===== src/rtl/fifo_wr_front.sv =====
// RX async FIFO write front end: 2-entry skid buffer, paced pushes, rd-pointer sync, drop counter.
// Latency rx_valid_wr -> wr_inc_wr is 2 cycles; while full_wr is high the buffer fills, then bytes are dropped.
module fifo_wr_front #(
    parameter int DATA_WIDTH  = 8,
    parameter int PTR_WIDTH   = 4,
    parameter int SYNC_STAGES = 2,
    parameter int DROP_ON_ERR = 1,
    parameter int CNT_WIDTH   = 8
) (
    input  logic                  wr_clk_wr,
    input  logic                  wr_rst_wr,
    input  logic [DATA_WIDTH-1:0] rx_data_wr,
    input  logic                  rx_valid_wr,
    input  logic                  rx_err_wr,
    input  logic [PTR_WIDTH-1:0]  rd_ptr_gray,
    output logic [PTR_WIDTH-1:0]  wq2_rptr_wr,
    input  logic                  full_wr,
    output logic                  wr_inc_wr,
    output logic [DATA_WIDTH-1:0] wr_data_wr,
    output logic [1:0]            buf_level_wr,
    output logic [CNT_WIDTH-1:0]  ovf_cnt_wr,
    output logic                  ovf_flag_wr,
    input  logic                  ovf_clr_wr
);

    typedef enum logic [1:0] {ST_IDLE, ST_PUSH, ST_GAP} state_t;

    localparam logic [CNT_WIDTH-1:0] CNT_MAX = '1;
    localparam logic [CNT_WIDTH-1:0] CNT_ONE = {{(CNT_WIDTH-1){1'b0}}, 1'b1};
    localparam logic                 ERR_DROP_EN = (DROP_ON_ERR != 0);

    state_t                state_q, state_d;
    logic                  wr_inc_q, wr_inc_d;
    logic [DATA_WIDTH-1:0] wr_data_q, wr_data_d;
    logic [DATA_WIDTH-1:0] buf_q [2];
    logic [DATA_WIDTH-1:0] buf_d [2];
    logic [1:0]            level_q, level_d;
    logic [CNT_WIDTH-1:0]  cnt_q, cnt_d;
    logic                  flag_q, flag_d;
    logic [PTR_WIDTH-1:0]  sync_q [SYNC_STAGES];

    logic pop, cand, accept, drop, wr_sel;

    // Plain flop chain: no logic between stages so each bit resolves independently.
    always_ff @(posedge wr_clk_wr or negedge wr_rst_wr) begin
        if (!wr_rst_wr) begin
            for (int i = 0; i < SYNC_STAGES; i++) sync_q[i] <= '0;
        end else begin
            sync_q[0] <= rd_ptr_gray;
            for (int i = 1; i < SYNC_STAGES; i++) sync_q[i] <= sync_q[i-1];
        end
    end

    // The PUSH/GAP dwell hides fifo_wr's registered pointer latency, so full_wr is trusted only in IDLE.
    always_comb begin
        state_d   = state_q;
        wr_inc_d  = 1'b0;
        wr_data_d = wr_data_q;
        pop       = 1'b0;
        case (state_q)
            ST_IDLE: begin
                if (level_q != 2'd0 && !full_wr) begin
                    wr_inc_d  = 1'b1;
                    wr_data_d = buf_q[0];
                    pop       = 1'b1;
                    state_d   = ST_PUSH;
                end
            end
            ST_PUSH: state_d = ST_GAP;
            ST_GAP:  state_d = ST_IDLE;
            default: state_d = ST_IDLE;
        endcase
    end

    assign cand   = rx_valid_wr && !(ERR_DROP_EN && rx_err_wr);
    assign accept = cand && (level_q != 2'd2 || pop);
    assign drop   = cand && !accept;
    // Tail slot after any same-edge pop has shifted the head out.
    assign wr_sel = pop ? (level_q == 2'd2) : (level_q == 2'd1);

    always_comb begin
        buf_d[0] = buf_q[0];
        buf_d[1] = buf_q[1];
        level_d  = level_q;
        if (pop) begin
            buf_d[0] = buf_q[1];
            level_d  = level_q - 2'd1;
        end
        if (accept) begin
            if (wr_sel) buf_d[1] = rx_data_wr;
            else        buf_d[0] = rx_data_wr;
            level_d = pop ? level_q : level_q + 2'd1;
        end
    end

    always_comb begin
        cnt_d  = cnt_q;
        flag_d = flag_q;
        if (ovf_clr_wr) begin
            cnt_d  = drop ? CNT_ONE : '0;
            flag_d = drop;
        end else if (drop) begin
            cnt_d  = (cnt_q == CNT_MAX) ? cnt_q : cnt_q + CNT_ONE;
            flag_d = 1'b1;
        end
    end

    always_ff @(posedge wr_clk_wr or negedge wr_rst_wr) begin
        if (!wr_rst_wr) begin
            state_q   <= ST_IDLE;
            wr_inc_q  <= 1'b0;
            wr_data_q <= '0;
            buf_q[0]  <= '0;
            buf_q[1]  <= '0;
            level_q   <= 2'd0;
            cnt_q     <= '0;
            flag_q    <= 1'b0;
        end else begin
            state_q   <= state_d;
            wr_inc_q  <= wr_inc_d;
            wr_data_q <= wr_data_d;
            buf_q[0]  <= buf_d[0];
            buf_q[1]  <= buf_d[1];
            level_q   <= level_d;
            cnt_q     <= cnt_d;
            flag_q    <= flag_d;
        end
    end

    assign wq2_rptr_wr  = sync_q[SYNC_STAGES-1];
    assign wr_inc_wr    = wr_inc_q;
    assign wr_data_wr   = wr_data_q;
    assign buf_level_wr = level_q;
    assign ovf_cnt_wr   = cnt_q;
    assign ovf_flag_wr  = flag_q;

endmodule


===== config.mk =====
export PLATFORM = sky130hd
export DESIGN_NAME = fifo_wr_front
export DESIGN_NICKNAME = d
export VERILOG_FILES = /design/src/rtl/fifo_wr_front.sv
export SDC_FILE = /design/constraint.sdc
export NUM_CORES = 1
export LEC_CHECK = 0
export BUFFER_PORTS_ARGS = -buffer_cell sky130_fd_sc_hd__buf_2
export CAP_MARGIN = 20
export CORE_MARGIN = 2
export CORE_UTILIZATION = 35
export DETAILED_ROUTE_END_ITERATION = 8
export GPL_TIMING_DRIVEN = 0
export HOLD_SLACK_MARGIN = 0.06
export SLEW_MARGIN = 20
export SYNTH_ARGS = -nofsm -noshare
export SYNTH_HDL_FRONTEND = slang
export SYNTH_SLANG_ARGS = --single-unit

===== constraint.sdc =====
create_clock -name wr_clk_wr -period 3.1 [get_ports wr_clk_wr]
set_clock_uncertainty 0.1 [all_clocks]
set_input_delay 0.155 -clock wr_clk_wr [delete_from_list [all_inputs] [get_ports wr_clk_wr]]
set_output_delay 0.155 -clock wr_clk_wr [all_outputs]
set_load 0.02 [all_outputs]

# == Word level (Yosys, flattened, before mapping) ==
# Index checks and enable logic that the tools add are counted.
# word_totals
in_bits,18
regBits,46
# op_classes
add_sub_neg,3
n_eq_ne,8
mux,18
reduce_logical,16
# ops
op,n
2-to-1 mux 8 bit,6
2-to-1 mux 16 bit,1
"adder 8 x 1 -> 8 bit, second input constant",1
"== test 8 bit, second input constant",1
2-to-1 mux 2 bit,4
"inequality test 2 bit, second input constant",4
AND reduction 2 bit,4
2-to-1 mux 1 bit,6
nonzero test 2 bit,3
"== test 2 x 1 -> 1 bit, second input constant",2
logical AND 1 bit,4
case mux 2 bit (2 select lines),1
logical NOT 1 bit,3
"adder 2 x 1 -> 2 bit, second input constant",1
"== test 2 bit, second input constant",1
logical NOT 2 bit,1
"subtractor 2 x 1 -> 2 bit, second input constant",1
logical OR 1 bit,1

# == Depth between registers and ports, before layout ==
# logic_depth
word_depth,10
depth_mapped,8
mapped_depth_nobuf,7

# == Least setup slack after synthesis ==
# OpenSTA, ideal clock, no wires.
# synth_timing
path_kind,flip-flop to flip-flop
startpoint,"reg level_q[0], in the netlist buf_level_wr[0]"
endpoint,reg buf_q[0] in the netlist's numbering
stages_incl_launch_ff,8
t_arrival_ns,2.054
setup_slack_ns,0.822
synth_period_minus_slack_ns,2.278
n_path_buf,0
cell_sequence,dfrtp_1 > inv_1 > ha_1 > or4_4 > inv_1 > nor3b_1 > o21ai_4 > mux2_2
# synth_via
elab_chain_cells,7
word_cells_on_any_way,11
cone_classes,eq/ne: 3; mux: 3; reduce/logical: 5
# synth_lines
element,line_no,text
"start, declared",37,"logic [1:0] level_q, level_d;"
"start signal, assigned",124,level_q <= level_d;
nonzero test 2 bit,62,if (level_q != 2'd0 && !full_wr) begin
logical AND 1 bit,62,
2-to-1 mux 1 bit,62,
2-to-1 mux 1 bit,60,case (state_q)
logical OR 1 bit,76,assign accept = cand && (level_q != 2'd2 || pop);
logical AND 1 bit,76,
AND reduction 2 bit (no line) (*),--,
"end, declared",35,logic [DATA_WIDTH-1:0] buf_q [2];
# Mark *: on every way between the ends. The rest lies on a longest branch, timed or not.
# A chain may end at the register's enable or synchronous reset.

# == Worst setup path after layout ==
# layout_timing
startpoint,"reg level_q[1], in the netlist buf_level_wr[1]"
endpoint,reg buf_q[6] in the netlist's numbering
# Same word-level chain as after synthesis.

==> results.sh <==
export IMPL_cp_cell_sequence="inv_1, ha_1, or4_4, inv_1, nor3b_1, o21ai_4, mux2_2"
export IMPL_hpwlAfterDp_um=2560
export IMPL_reg2reg_to="buf_q[6]$_DFFE_PN0P_"
export IMPL_slowest_stage="or4_4"
export IMPL_fin_crit_sh=0.744
export IMPL_clkSlewWorstSetupHoldPaths_ns=0.08
export IMPL_final_setup_tns_ns=0
export IMPL_drt_iter0_drc=60
export IMPL_switching_share=0.339
export IMPL_synth_area_leaders="dfrtp_1 (58%), nand2_1 (6.8%), mux2_2 (5.1%)"
export IMPL_fin_cells=312
export IMPL_fin_ws_ns=0.794
export IMPL_ant_nets=0
export IMPL_vias_per_cell=4.76
export IMPL_fin_crit_ns=2.31
export IMPL_fin_nets=261
export IMPL_firstDrtPassIters=4
export IMPL_vias=1484
export IMPL_final_core_util=0.460
export IMPL_cp_num_buf_inv=2
export IMPL_synthMuxAreaShare=0.0909
export IMPL_synth_edf_count=0
export IMPL_ys_types=38
export IMPL_syn_area_um2=2000
export IMPL_startpoint_type="flip-flop"
export IMPL_cp_arrival_ns=2.39
export IMPL_yosys_most_used_dff="dfrtp_1"
export IMPL_worstSkewPairLatency_ns=0.29
export IMPL_reg2reg_depth=7
export IMPL_drive_above_1_share=0.288
export IMPL_die_h_um=79.5
export IMPL_grt_usage=0.137
export IMPL_rsz0062_at_grt="no"
export IMPL_synth_warnings=0
export IMPL_grt_overflow_total=0
export IMPL_regToRegStartpoint="buf_level_wr[1]$_DFFE_PN0P_"
export IMPL_synth_area_per_cell_um2=11.2
export IMPL_die_w_um=79.5
export IMPL_p_leak_nw=1.24
export IMPL_powerDensity_nw_per_um2=795
export IMPL_cts_resized=0
export IMPL_yosysSeqAreaShare=0.577
export IMPL_hold_violations=0
export IMPL_p_seq_frac=0.438
export IMPL_placed_cells=291
export IMPL_antenna_found_initial=0
export IMPL_cts_htree_levels=2
export IMPL_preCtsSetupSlack_ns=0.791
export IMPL_slew_headroom=0.607
export IMPL_grt_max_degree=47
export IMPL_cp_required_ns=3.19
export IMPL_synth_top_family_by_area="simple AND/OR/NAND/NOR gates"
export IMPL_maxCapViolCount=0
export IMPL_cts_sinks=46
export IMPL_reg2reg_slack_ns=0.79
export IMPL_diodes=0
export IMPL_grt_pass1_wl_um=6810
export IMPL_fmax_ghz=0.434
export IMPL_path_delay_family="simple AND/OR/NAND/NOR gates"
export IMPL_core_area_um2=5510
export IMPL_ios=42
export IMPL_wl_per_cell_um=12.3
export IMPL_yosys_area_share_simple=0.159
export IMPL_cts_root_buffer="clkbuf_8"
export IMPL_synth_top_area_cell="dfrtp_1"
export IMPL_start_util=0.362
export IMPL_final_common_cell="dfrtp_1"
export IMPL_syn_to_final_growth_pct=27.0
export IMPL_setup_worst_path_class="flip-flop to flip-flop"
export IMPL_syn_inst=178
export IMPL_ys_ff_latch=46
export IMPL_num_rows=27
export IMPL_clockBufferDepth=2
export IMPL_grt_pass1_vias=1454
export IMPL_drc_errors=0
export IMPL_crit_top_cell="inv_1"
export IMPL_cts_buffers=5
export IMPL_slowest_delay_ns=0.50
export IMPL_clockPowerShare=0.218
export IMPL_p_int_mw=1.33
export IMPL_synth_xor_xnor_area_share=0.00439
export IMPL_min_path_type="input pin to flip-flop"
export IMPL_dieArea_um2=6320
export IMPL_setup_viol_count_final=0
export IMPL_hold_slack_ns=0.131
export IMPL_worst_path_stages=7
export IMPL_endpoint="buf_q[6]$_DFFE_PN0P_"
export IMPL_combPwrFrac=0.344
export IMPL_cts_tree="yes"
export IMPL_portBuffers=41
export IMPL_p_sw_uw=682
export IMPL_synth_nets=200
export IMPL_routabilityCongestion=0.783
export IMPL_endpoint_kind="flip-flop"
export IMPL_routed_wl_um=3820
export IMPL_finalMaxSlewViolations=0
export IMPL_ir_drop_mv=0.327
export IMPL_worst_pin_slew_ns=0.589
export IMPL_worstPathMaxFanout=8
export IMPL_final_cell_mix="dfrtp_1 (46), buf_2 (42), nand2_1 (36), dlygate4sd3_1 (13), o21ai_0 (12)"
export IMPL_synth_compound_area_frac=0.0953
export IMPL_status="complete, no violations"
export IMPL_crit_start="buf_level_wr[1]$_DFFE_PN0P_"
export IMPL_async_flop_share=1.00
export IMPL_synth_top_cell_area_share=0.577
export IMPL_synth_adder_area_share=0.0251
registers in the layout, summed over array words and instances, names as in the netlist:
name,cells
wr_data_wr,8
wq2_rptr_wr,4
ovf_flag_wr,1
wr_inc_wr,1
buf_level_wr,2
buf_q,16
state_q,2
ovf_cnt_wr,8
sync_q,4
synthesized netlist by cell type (all sizes together), types with 2 or more instances:
master	count
a211oi	2
a21oi	5
and3	2
buf	9
clkbuf	2
dfrtp	46
ha	4
inv	6
mux2	9
mux2i	8
nand2	36
nand2b	2
nand3	5
nor2	2
nor2b	4
nor3	2
o21ai	14
o31ai	4
or3	2
or4	3
per-layer routing:
| layer | vias up | share of wire | routed length (µm) | GRT usage |
|---|---|---|---|---|
| li1 | 732 | - | - | - |
| met1 | 708 | 0.44 | 1700 | 0.169 |
| met2 | 39 | 0.49 | 1860 | 0.233 |
| met3 | 5 | 0.056 | 214 | 0.0385 |
| met4 | 0 | 0.012 | 44 | 0.0414 |
| met5 | - | 0 | 0 | 0 |
stage by stage:
| stage | total power [mW] | area (µm²) |
|---|---|---|
| finish | 2.01 | 2530 |
| global route | 2.17 | 2530 |
| CTS | 2.05 | 2530 |
| detailed placement | 1.59 | 2290 |
| global placement | 1.57 | 2290 |
| floorplan | 1.39 | 2000 |
area by class of cell:
class	count	area [µm²]
repair buffers	54	338
plain buffers	11	73.8
inverters	6	22.5
multi-input cells	115	748
clock buffers	6	72.6
clock inverters	2	37.5
fillers	528	2970
flip-flops and latches	46	1150
well taps	72	90.1
power by group through the flow:
stage	Combinational, mW	Sequential (mW)	Clock (mW)
2_1_floorplan	0.427	0.962	0
3_3_place_gp	0.683	0.888	0
3_5_place_dp	0.694	0.895	0
4_1_cts	0.708	0.883	0.462
5_1_grt	0.779	0.909	0.484
6_report	0.692	0.882	0.440
cells by family (layout without fill, tap and decap cells):
family                   count (synthesis)  count (layout)
AND/OR/NAND/NOR                         65              65
flip-flops                              46              46
AO/OA/AOI/OAI                           28              28
multiplexers                            17              17
buffers and inverters                   17              79
adder cells (fa/ha/maj)                  4               4
XOR/XNOR                                 1               1
worst min path at each step:
stage	from	endpoint	slack, ns	cells after the start
2_1_floorplan	wr_rst_wr	buf_level_wr[0]$_DFFE_PN0P_	-0.24	0
3_3_place_gp	rd_ptr_gray[1]	sync_q[5]$_DFF_PN0_	0.17	1
5_1_grt	ovf_clr_wr	ovf_cnt_wr[5]$_DFFE_PN0P_	0.17	3
6_report	ovf_clr_wr	ovf_cnt_wr[5]$_DFFE_PN0P_	0.13	3
3_5_place_dp	rd_ptr_gray[1]	sync_q[5]$_DFF_PN0_	0.16	1
4_1_cts	ovf_clr_wr	ovf_cnt_wr[5]$_DFFE_PN0P_	0.12	3
worst register-to-register path, cell delays in order (launching register included):
cell and delay (ns):
dfrtp_1 0.38, inv_1 0.10, ha_1 0.19, or4_4 0.50, inv_1 0.13, nor3b_1 0.09, o21ai_4 0.32, mux2_2 0.38
what timing repair did:
action                    4_1_cts  5_1_grt
hold endpoints to repair       66        0
hold buffers                   13        0
setup buffers                   0        0
Power figures use the tool's default switching activity.
